$ cat config.mk
export PLATFORM = sky130hd
export DESIGN_NAME = trigger_ctrl
export DESIGN_NICKNAME = d
export VERILOG_FILES = /design/src/rtl/trig_pkg.sv /design/src/rtl/trig_chain_resolve.sv /design/src/rtl/trigger_ctrl.sv
export SDC_FILE = /design/constraint.sdc
export NUM_CORES = 1
export LEC_CHECK = 0
export CAP_MARGIN = 10
export CORE_MARGIN = 2
export CORE_UTILIZATION = 50
export CTS_CLUSTER_DIAMETER = 200
export DETAILED_ROUTE_END_ITERATION = 12
export GPL_TIMING_DRIVEN = 0
export HOLD_SLACK_MARGIN = 0.15
export PLACE_DENSITY = 0.87
export SETUP_SLACK_MARGIN = 0.4
export SKIP_CTS_REPAIR_TIMING = 1
export SLEW_MARGIN = 20
export SYNTH_ARGS = -nofsm -noshare
export SYNTH_HDL_FRONTEND = slang
export SYNTH_SLANG_ARGS = --single-unit
export TNS_END_PERCENT = 50
$ cat constraint.sdc
create_clock -name clock -period 8 [get_ports clock]
set_clock_uncertainty 0.2 [all_clocks]
set_input_delay 1.6 -clock clock [delete_from_list [all_inputs] [get_ports clock]]
set_output_delay 1.6 -clock clock [all_outputs]
set_load 0.01 [all_outputs]
$ cat src/rtl/trig_pkg.sv
// trig_pkg: shared definitions for the debug trigger controller.
//   - CSR addresses for tselect / tdata1 / tdata2 / tinfo
//   - mcontrol bit positions, type constant, legalize/pack helpers
//   - match_e comparator mode, cstate_e / estate_e FSM states
package trig_pkg;

    localparam logic [11:0] CSR_TSELECT = 12'h7A0;
    localparam logic [11:0] CSR_TDATA1  = 12'h7A1;
    localparam logic [11:0] CSR_TDATA2  = 12'h7A2;
    localparam logic [11:0] CSR_TINFO   = 12'h7A4;

    // tinfo: only mcontrol (type 2) is supported
    localparam logic [31:0] TINFO_VALUE   = 32'h0000_0004;
    localparam logic [3:0]  MCONTROL_TYPE = 4'd2;

    localparam int unsigned MC_TYPE_LSB   = 28;
    localparam int unsigned MC_DMODE      = 27;
    localparam int unsigned MC_HIT        = 20;
    localparam int unsigned MC_ACTION_LSB = 12;
    localparam int unsigned MC_CHAIN      = 11;
    localparam int unsigned MC_MATCH_LSB  = 7;
    localparam int unsigned MC_M          = 6;
    localparam int unsigned MC_U          = 3;
    localparam int unsigned MC_EXECUTE    = 2;
    localparam int unsigned MC_STORE      = 1;
    localparam int unsigned MC_LOAD       = 0;

    typedef enum logic [1:0] {
        EQ    = 2'b00,
        NAPOT = 2'b01,
        GE    = 2'b10,
        LT    = 2'b11
    } match_e;

    typedef enum logic {
        C_IDLE,
        C_RESP
    } cstate_e;

    typedef enum logic {
        E_IDLE,
        E_REQ
    } estate_e;

    // Only the legal state of mcontrol is stored; action is 0/1 so a single bit suffices.
    typedef struct packed {
        logic   dmode;
        logic   hit;
        logic   action;
        logic   chain;
        match_e match;
        logic   m;
        logic   u;
        logic   execute;
        logic   store;
        logic   load;
    } mcontrol_t;

    function automatic logic [31:0] mcontrol_pack(input mcontrol_t mc);
        logic [31:0] v;
        v = '0;
        v[MC_TYPE_LSB +: 4]  = MCONTROL_TYPE;
        v[MC_DMODE]          = mc.dmode;
        v[MC_HIT]            = mc.hit;
        v[MC_ACTION_LSB]     = mc.action;
        v[MC_CHAIN]          = mc.chain;
        v[MC_MATCH_LSB +: 2] = mc.match;
        v[MC_M]              = mc.m;
        v[MC_U]              = mc.u;
        v[MC_EXECUTE]        = mc.execute;
        v[MC_STORE]          = mc.store;
        v[MC_LOAD]           = mc.load;
        return v;
    endfunction

    // WARL legalization of a tdata1 write. dmode keeps its old value unless in debug mode.
    function automatic mcontrol_t mcontrol_legalize(input logic [31:0] w, input mcontrol_t old,
                                                    input logic debug_mode, input logic last);
        mcontrol_t mc;
        mc.dmode   = debug_mode ? w[MC_DMODE] : old.dmode;
        mc.hit     = w[MC_HIT];
        mc.action  = (w[MC_ACTION_LSB +: 4] == 4'd1);
        mc.chain   = last ? 1'b0 : w[MC_CHAIN];
        mc.match   = (w[MC_MATCH_LSB + 2 +: 2] == 2'b00) ? match_e'(w[MC_MATCH_LSB +: 2]) : EQ;
        mc.m       = w[MC_M];
        mc.u       = w[MC_U];
        mc.execute = w[MC_EXECUTE];
        mc.store   = w[MC_STORE];
        mc.load    = w[MC_LOAD];
        return mc;
    endfunction

endpackage

$ cat src/rtl/trig_chain_resolve.sv
// trig_chain_resolve: combinational chain-group resolution.
//   hit_raw   - per-trigger comparator hit
//   hit_valid - an access is presented this cycle
//   chain     - per-trigger chain bit
//   fire      - some complete group hit
//   fire_idx  - terminating index of the lowest firing group
//   fire_mask - members of that group
module trig_chain_resolve
#(
    parameter  int NTRIG = 2,
    localparam int IW    = (NTRIG > 1) ? $clog2(NTRIG) : 1
) (
    input  logic [NTRIG-1:0] hit_raw,
    input  logic             hit_valid,
    input  logic [NTRIG-1:0] chain,
    output logic             fire,
    output logic [IW-1:0]    fire_idx,
    output logic [NTRIG-1:0] fire_mask
);

    // Walk upward accumulating the current group; a group closes at the first chain=0.
    // The first closing group that fully hit wins, giving lowest-terminator priority.
    always_comb begin
        logic             all_hit;
        logic [NTRIG-1:0] members;
        fire      = 1'b0;
        fire_idx  = '0;
        fire_mask = '0;
        all_hit   = 1'b1;
        members   = '0;
        for (int unsigned i = 0; i < NTRIG; i++) begin
            all_hit    = all_hit & hit_raw[i];
            members[i] = 1'b1;
            if (!chain[i]) begin
                if (hit_valid && all_hit && !fire) begin
                    fire      = 1'b1;
                    fire_idx  = IW'(i);
                    fire_mask = members;
                end
                all_hit = 1'b1;
                members = '0;
            end
        end
    end

endmodule

$ cat src/rtl/trigger_ctrl.sv
// trigger_ctrl: debug trigger CSR state, comparator configuration and event sequencing.
//   clock/reset          - core clock, async active-high reset
//   csr_*                - single-outstanding CSR access, csr_ready one cycle after csr_valid
//   debug_mode, priv_m   - core state used for dmode protection and trigger enables
//   trig_*               - per-trigger comparator configuration (registered, trig_en comb)
//   hit_raw, hit_valid   - comparator results for the current access
//   core_req/action/trig - pending trigger event, held until core_ack
module trigger_ctrl
    import trig_pkg::*;
#(
    parameter  int NTRIG = 2,
    parameter  int XLEN  = 32,
    localparam int IW    = (NTRIG > 1) ? $clog2(NTRIG) : 1
) (
    input  logic                  clock,
    input  logic                  reset,
    input  logic                  csr_valid,
    input  logic                  csr_write,
    input  logic [11:0]           csr_addr,
    input  logic [XLEN-1:0]       csr_wdata,
    output logic                  csr_ready,
    output logic [XLEN-1:0]       csr_rdata,
    input  logic                  debug_mode,
    input  logic                  priv_m,
    output logic [NTRIG*XLEN-1:0] trig_tdata2,
    output logic [NTRIG*2-1:0]    trig_match,
    output logic [NTRIG-1:0]      trig_exec,
    output logic [NTRIG-1:0]      trig_load,
    output logic [NTRIG-1:0]      trig_store,
    output logic [NTRIG-1:0]      trig_en,
    input  logic [NTRIG-1:0]      hit_raw,
    input  logic                  hit_valid,
    output logic                  core_req,
    output logic                  core_action,
    output logic [IW-1:0]         core_trig,
    input  logic                  core_ack
);

    cstate_e          cstate_q, cstate_d;
    estate_e          estate_q, estate_d;
    logic [11:0]      addr_q;
    logic [IW-1:0]    tselect_q;
    mcontrol_t        tdata1_q [NTRIG];
    logic [XLEN-1:0]  tdata2_q [NTRIG];
    logic             action_q;
    logic [IW-1:0]    trig_q;

    logic             csr_take;
    logic             sel_locked;
    logic             wr_tselect, wr_tdata1, wr_tdata2;
    mcontrol_t        tdata1_new;
    logic [NTRIG-1:0] chain_vec;
    logic             fire;
    logic [IW-1:0]    fire_idx;
    logic [NTRIG-1:0] fire_mask;
    logic             fire_accept;

    // ---------------- CSR write decode ----------------
    assign csr_take   = (cstate_q == C_IDLE) && csr_valid;
    assign sel_locked = tdata1_q[tselect_q].dmode && !debug_mode;
    assign wr_tselect = csr_take && csr_write && (csr_addr == CSR_TSELECT)
                        && (csr_wdata < XLEN'(NTRIG));
    assign wr_tdata1  = csr_take && csr_write && (csr_addr == CSR_TDATA1) && !sel_locked;
    assign wr_tdata2  = csr_take && csr_write && (csr_addr == CSR_TDATA2) && !sel_locked;
    assign tdata1_new = mcontrol_legalize(csr_wdata[31:0], tdata1_q[tselect_q], debug_mode,
                                          tselect_q == IW'(NTRIG - 1));

    // ---------------- trigger state registers ----------------
    always_ff @(posedge clock or posedge reset) begin
        if (reset) begin
            tselect_q <= '0;
            for (int unsigned i = 0; i < NTRIG; i++) begin
                tdata1_q[i] <= '0;
                tdata2_q[i] <= '0;
            end
        end else begin
            if (wr_tselect) tselect_q <= IW'(csr_wdata);
            for (int unsigned i = 0; i < NTRIG; i++) begin
                if (wr_tdata1 && (tselect_q == IW'(i))) tdata1_q[i] <= tdata1_new;
                if (wr_tdata2 && (tselect_q == IW'(i))) tdata2_q[i] <= csr_wdata;
                // Ordered after the software write so a same-cycle hardware hit prevails.
                if (fire_accept && fire_mask[i]) tdata1_q[i].hit <= 1'b1;
            end
        end
    end

    // ---------------- configuration outputs ----------------
    always_comb begin
        trig_tdata2 = '0;
        trig_match  = '0;
        trig_exec   = '0;
        trig_load   = '0;
        trig_store  = '0;
        trig_en     = '0;
        chain_vec   = '0;
        for (int unsigned i = 0; i < NTRIG; i++) begin
            trig_tdata2[i*XLEN +: XLEN] = tdata2_q[i];
            trig_match[i*2 +: 2]        = tdata1_q[i].match;
            trig_exec[i]                = tdata1_q[i].execute;
            trig_load[i]                = tdata1_q[i].load;
            trig_store[i]               = tdata1_q[i].store;
            trig_en[i]                  = ((tdata1_q[i].m & priv_m) | (tdata1_q[i].u & ~priv_m))
                                          & ~debug_mode;
            chain_vec[i]                = tdata1_q[i].chain;
        end
    end

    // ---------------- CSR FSM ----------------
    always_ff @(posedge clock or posedge reset) begin
        if (reset) begin
            cstate_q <= C_IDLE;
            addr_q   <= '0;
        end else begin
            cstate_q <= cstate_d;
            if (csr_take) addr_q <= csr_addr;
        end
    end

    always_comb begin
        cstate_d = cstate_q;
        case (cstate_q)
            C_IDLE:  if (csr_valid) cstate_d = C_RESP;
            C_RESP:  cstate_d = C_IDLE;
            default: cstate_d = C_IDLE;
        endcase
    end

    always_comb begin
        csr_ready = 1'b0;
        csr_rdata = '0;
        if (cstate_q == C_RESP) begin
            csr_ready = 1'b1;
            case (addr_q)
                CSR_TSELECT: csr_rdata = XLEN'(tselect_q);
                CSR_TDATA1:  csr_rdata = XLEN'(mcontrol_pack(tdata1_q[tselect_q]));
                CSR_TDATA2:  csr_rdata = tdata2_q[tselect_q];
                CSR_TINFO:   csr_rdata = XLEN'(TINFO_VALUE);
                default:     csr_rdata = '0;
            endcase
        end
    end

    // ---------------- chain resolution ----------------
    trig_chain_resolve #(.NTRIG(NTRIG)) u_resolve (
        .hit_raw   (hit_raw),
        .hit_valid (hit_valid),
        .chain     (chain_vec),
        .fire      (fire),
        .fire_idx  (fire_idx),
        .fire_mask (fire_mask)
    );

    // ---------------- event FSM ----------------
    assign fire_accept = (estate_q == E_IDLE) && fire && !debug_mode;

    always_ff @(posedge clock or posedge reset) begin
        if (reset) begin
            estate_q <= E_IDLE;
            action_q <= 1'b0;
            trig_q   <= '0;
        end else begin
            estate_q <= estate_d;
            if (fire_accept) begin
                action_q <= tdata1_q[fire_idx].action;
                trig_q   <= fire_idx;
            end
        end
    end

    always_comb begin
        estate_d = estate_q;
        case (estate_q)
            E_IDLE:  if (fire_accept) estate_d = E_REQ;
            E_REQ:   if (core_ack) estate_d = E_IDLE;
            default: estate_d = E_IDLE;
        endcase
    end

    always_comb begin
        core_req    = (estate_q == E_REQ);
        core_action = action_q;
        core_trig   = trig_q;
    end

endmodule
Yosys cells after proc, flatten, opt, wreduce, memory -nomap -nowiden
Cells that the tools add are included.

Register bits after elaboration: 103. Input port bits: 54. Output and inout port bits: 112. Word-level logic and storage cells: 117.

Order comparisons: 3. Equality and inequality tests: 8. Multiplexer cells: 36. Bitwise logic cells: 16. Reductions and logical operators: 26.

Operators with widths (number): $mux 32 (4); $pmux 32 s4 (1); $eq 12x11->1 const B (7); $mux 11 (3); $lt 32x2->1 const B (1); $mux 9 (3); $logic_and 1x1->1 (20); $mux 10 (2); $mux 1 (17); $mux 2 (4); $and 1x1->1 (7); $not 1->1 (5); $eq 4x1->1 const B (1); $ge 2x2->1 const B (2); $not 1->2 (2); $pmux 1 s2 (2); $reduce_bool 2->1 (2); $logic_not 1->1 (3); $logic_not 2->1 (1); $or 1x1->1 (2).

Depth between registers and ports, before layout
Depth in word-level cells: 11. Depth in mapped cells: 6. Depth with buffers taken out: 4.

By module
A second synthesis with hierarchy kept.

Cells, all modules: 397. Area total of the unflattened synthesis: 5066.1 µm².

Modules (own cells, without submodules): trigger_ctrl (instances 1, cells an instance 389, area each 5012.3 µm², sequential area each 2577.5 µm²); trig_chain_resolve (instances 1, cells an instance 8, area each 53.8 µm², sequential area each 0.0 µm²).

Worst setup path before layout
OpenSTA, ideal clock, no wires.

Path kind: input port to output port. From: input port debug_mode. To: output port trig_en[0]. Data arrival time: 2.320 ns. Data required time: 6.200 ns. Setup slack: 3.880 ns. Cell stages on the path: 2. Buffers on the path: 1. Path through: clkdlybuf4s50_2 -> nor2_1.

Longest elaborated chain between the ends: 2.

RTL lines: from (decl) (RTL line trigger_ctrl.sv:23) `input logic debug_mode,`; $not 1->1 (RTL line trigger_ctrl.sv:103) `& ~debug_mode;`; $and 1x1->1 (RTL line trigger_ctrl.sv:103); to (decl) (RTL line trigger_ctrl.sv:30) `output logic [NTRIG-1:0] trig_en,`.

No other way between the ends.

Worst setup path after layout
From: register tselect_q. To: output port csr_rdata[16].

Longest elaborated chain between the ends: 6.

RTL lines: from (decl) (RTL line trigger_ctrl.sv:42) `logic [IW-1:0] tselect_q;`; from (signal assigned) (RTL line trigger_ctrl.sv:77) `if (wr_tselect) tselect_q <= IW'(csr_wdata);`; $not 1->2 (not written as such) (RTL line trigger_ctrl.sv:136) `CSR_TDATA2: csr_rdata = tdata2_q[tselect_q];`; $mux 32 (not written as such) (3 in a row) (RTL line trigger_ctrl.sv:136); $pmux 32 s4 (RTL line trigger_ctrl.sv:133) `case (addr_q)`; $mux 32 (RTL line trigger_ctrl.sv:131) `if (cstate_q == C_RESP) begin`; to (decl) (RTL line trigger_ctrl.sv:22) `output logic [XLEN-1:0] csr_rdata,`.

No other way between the ends. The select of a mux whose other input is x is not followed.

==> metrics.txt <==
final hold slack=around 0.28 ns; CTS clock-pin slew for the worst setup and hold paths=~0.09 ns; flip-flop and latch area=about 0.0026 mm2; Worst VDD drop=0.0952 mV; final wirelength=14400 um; Boundary Pins=between 150 and 200; power per cell area=~140 mW/mm2; ys flop type=sky130_fd_sc_hd__dfrtp_1; total negative slack=0 ns; via count of the first global-routing pass=4224; count of warnings emitted by yosys=0; mapped cell area=between 0.005 and 0.006 mm2; Post-Route M1 WL=6120 um; Maximum Capacitance Violations=0; TritonCTS Buffers=9; nature of the critical path endpoint=primary output; Filler cells=approximately 700; detailed router's first-iteration violation count=about 180; number of max-slew violations in the final report=0; sequential cell area fraction in the yosys report=roughly half; syn nets=between 400 and 500; cells after synthesis=~420; number of instances on the worst hold path=2; n_diodes=0; ratio of cells with drive above 1 in the final layout=approximately 22%; maximum net fanout on the critical path=10; reported leakage power=3.10 nW; required time of the worst setup path=6.20 ns; critical setup path kind=flop to primary output; deepest clock path buffer count=2; area added between synthesis and finish=40.4%; number of core rows=36; GRT overflow=0; Routed WL per cell=19.6 um; drt first pass iters=4; final cycle utilization of the critical path=59.5%; startpoint of the lowest-slack hold path=addr_q[6]$_DFFE_PP0N_; detailed-route via count=roughly 4.0k; outcome=finished, final reports clean; count of final hold-check violations=0; hpwl dp=between 10000 and 15000 um; DIE HEIGHT=about 110 um; register bit total from synthesis=about 100; number of flops mapped to enable cells by yosys=0; total of buffers placed on input and output ports=164; fmax=210 MHz; Rel. slew slack=around 56%; min cycle time layout=4.76 ns; total area of multi-input combinational cells=about 0.0023 mm2; R2R setup slack=between 5 and 6 ns; number of sinks on the clock net=103; RSZ-0062 raised after global routing=false; Die X-Extent=between 100 and 150 um; master cell of the clock root buffer=sky130_fd_sc_hd__clkbuf_8; number of failing setup endpoints in the final timing report=0; number of nets with antenna violations after routing=0; top metal layer carrying routed signals=met4; category of the worst setup path launch point=flop; wire length of the first global-routing pass=around 23000 um; initial antenna violation count=0; Crit Reg-Reg Startpoint=cstate_q$_DFF_PP0_; pin count of the biggest net entering global routing=70; worst min-delay path category=flop to flop; Die Footprint=0.0110 mm2; DRC Markers=0; gpl congestion=between 0.8 and 0.9; post-synthesis area per instance=between 10 and 15 um2; arrival time at the worst endpoint=slightly below 3 ns; Worst Hold Endpoint=addr_q[6]$_DFFE_PP0N_; Register-to-Register Path Depth=6; via count normalized by instance count=between 5 and 6; TritonCTS clock tree=done; worst flop-to-flop path endpoint=trig_tdata2[4]$_DFFE_PP0P_; Detail Route met2 WL=slightly above 7000 um; Async SR Flop Fraction=100%; clock latency on the worst-skew pair=around 0.36 ns; effective utilization at floorplan=51.9%; deepest level of the CTS H-tree=3; metal3 WL=about 940 um; Slew @ Worst Pin=about 0.66 ns; nets@finish=651; number of different library cells in the post-synthesis netlist=between 40 and 50; area of the core=0.00982 mm2; all-layer global routing usage=a little over a quarter
synthesized netlist by cell type, types with 4 or more instances:
| cell type | instances | share of area (%) |
|---|---|---|
| sky130_fd_sc_hd__dfrtp_1 | 103 | 51 |
| sky130_fd_sc_hd__mux2_2 | 75 | 17 |
| sky130_fd_sc_hd__mux2i_1 | 44 | 8.6 |
| sky130_fd_sc_hd__nand2_1 | 37 | 2.7 |
| sky130_fd_sc_hd__nor2_1 | 26 | 1.9 |
| sky130_fd_sc_hd__and2_1 | 14 | 1.7 |
| sky130_fd_sc_hd__buf_4 | 10 | 1.5 |
| sky130_fd_sc_hd__o22ai_1 | 10 | 1.2 |
| sky130_fd_sc_hd__inv_1 | 9 | 0.66 |
| sky130_fd_sc_hd__clkbuf_1 | 8 | 0.59 |
| sky130_fd_sc_hd__mux2_4 | 8 | 2.4 |
| sky130_fd_sc_hd__nor4_1 | 8 | 0.98 |
| sky130_fd_sc_hd__buf_6 | 7 | 1.5 |
| sky130_fd_sc_hd__buf_2 | 6 | 0.59 |
| sky130_fd_sc_hd__o21ai_0 | 6 | 0.59 |
| sky130_fd_sc_hd__nand3_1 | 5 | 0.49 |
| sky130_fd_sc_hd__nor3_1 | 5 | 0.49 |
| sky130_fd_sc_hd__mux2_1 | 4 | 0.88 |
| sky130_fd_sc_hd__nor2b_1 | 4 | 0.49 |
routing by layer:
| metal | track usage [%] | up-vias |
|---|---|---|
| li1 | - | 1827 |
| met2 | 44.8 | 146 |
| met1 | 34.1 | 2010 |
| met4 | 7.33 | 0 |
| met3 | 5.93 | 13 |
| met5 | 0 | - |
kinds of logic (layout without fill, tap and decap cells):
family | after synthesis | count (layout) | synth area share [%]
and+or+nand+nor | 120 | 120 | 12.5
AOI/OAI and AO/OA | 24 | 24 | 3.09
buffers and inverters | 41 | 219 | 5.08
muxes | 131 | 131 | 28.4
xor gates and xnor gates | 1 | 1 | 0.172
adders and majority gates | 1 | 1 | 0.196
DFF | 103 | 103 | 50.5
cell usage in the layout (no fill, tap or decap), drive strengths merged, types with 2 or more instances in the layout:
| cell type | count |
|---|---|
| o21ai | 6 |
| nand3 | 5 |
| nand2 | 37 |
| nor3b | 3 |
| mux2i | 44 |
| or4 | 3 |
| inv | 9 |
| a21o | 2 |
| nor4 | 10 |
| nand4b | 2 |
| and2 | 15 |
| mux2 | 87 |
| dfrtp | 103 |
| clkbuf | 17 |
| nand4 | 3 |
| or3 | 2 |
| nor3 | 5 |
| a21oi | 2 |
| bufinv | 3 |
| buf | 24 |
| nor2b | 4 |
| clkdlybuf4s50 | 165 |
| nor2 | 26 |
| o22ai | 10 |
registers in the layout, indices dropped and copies added (netlist names):
signal and count:
addr_q 12, chain_vec 2, core_action 1, core_req 1, core_trig 1, cstate_q 1, tdata1_q 10, trig_exec 2
trig_load 2, trig_match 4, trig_store 2, trig_tdata2 64, tselect_q 1
worst max-delay path: stages, from the launching register on:
cell and delay, ns:
sky130_fd_sc_hd__dfrtp_1 0.45, sky130_fd_sc_hd__clkbuf_1 0.51, sky130_fd_sc_hd__buf_2 0.42, sky130_fd_sc_hd__buf_2 0.38, sky130_fd_sc_hd__mux2i_1 0.12, sky130_fd_sc_hd__nor2_1 0.15
sky130_fd_sc_hd__clkdlybuf4s50_1 0.56
worst max-delay path by stage:
stage	startpoint	slack [ns]	to	cells after the start
floorplan	reset	3.50	addr_q[0]$_DFFE_PP0N_	1
global placement	reset	2.12	tdata1_q[4]$_DFFE_PP0P_	2
detailed placement	debug_mode	3.36	trig_en[1]	3
CTS	tselect_q$_DFFE_PP0P_	3.17	csr_rdata[16]	6
global route	tselect_q$_DFFE_PP0P_	3.08	csr_rdata[16]	6
finish	tselect_q$_DFFE_PP0P_	3.24	csr_rdata[16]	6
cell type report:
type / instances / share of cell area [%]
multi-input combinational: 277 / 31.6
buffer: 32 / 3.14
inverter: 9 / 0.541
tap: 133 / 2.32
timing repair buffer: 165 / 23.3
sequential: 103 / 36.0
clock buffer: 9 / 1.73
clock inverter: 4 / 1.36
metrics by stage:
| step | total power [mW] | utilization [%] | cell area, um2 | instances | setup slack (ns) |
|---|---|---|---|---|---|
| after floorplan | 0.579 | - | 5100 | 421 | 3.50 |
| after global placement | 0.625 | 70.4 | 6910 | 718 | 2.12 |
| after detailed placement | 0.630 | 70.7 | 6940 | 719 | 3.36 |
| after CTS | 0.995 | 72.9 | 7160 | 732 | 3.17 |
| after global routing | 1.03 | 72.9 | 7160 | 732 | 3.08 |
| final | 0.991 | 72.9 | 7160 | 732 | 3.24 |
power breakdown:
group / internal, mW / switching (mW)
combinational: 0.0401 / 0.0399
sequential: 0.531 / 0.00852
clock: 0.203 / 0.169
total: 0.774 / 0.218
(Power assumes the default switching activity.)
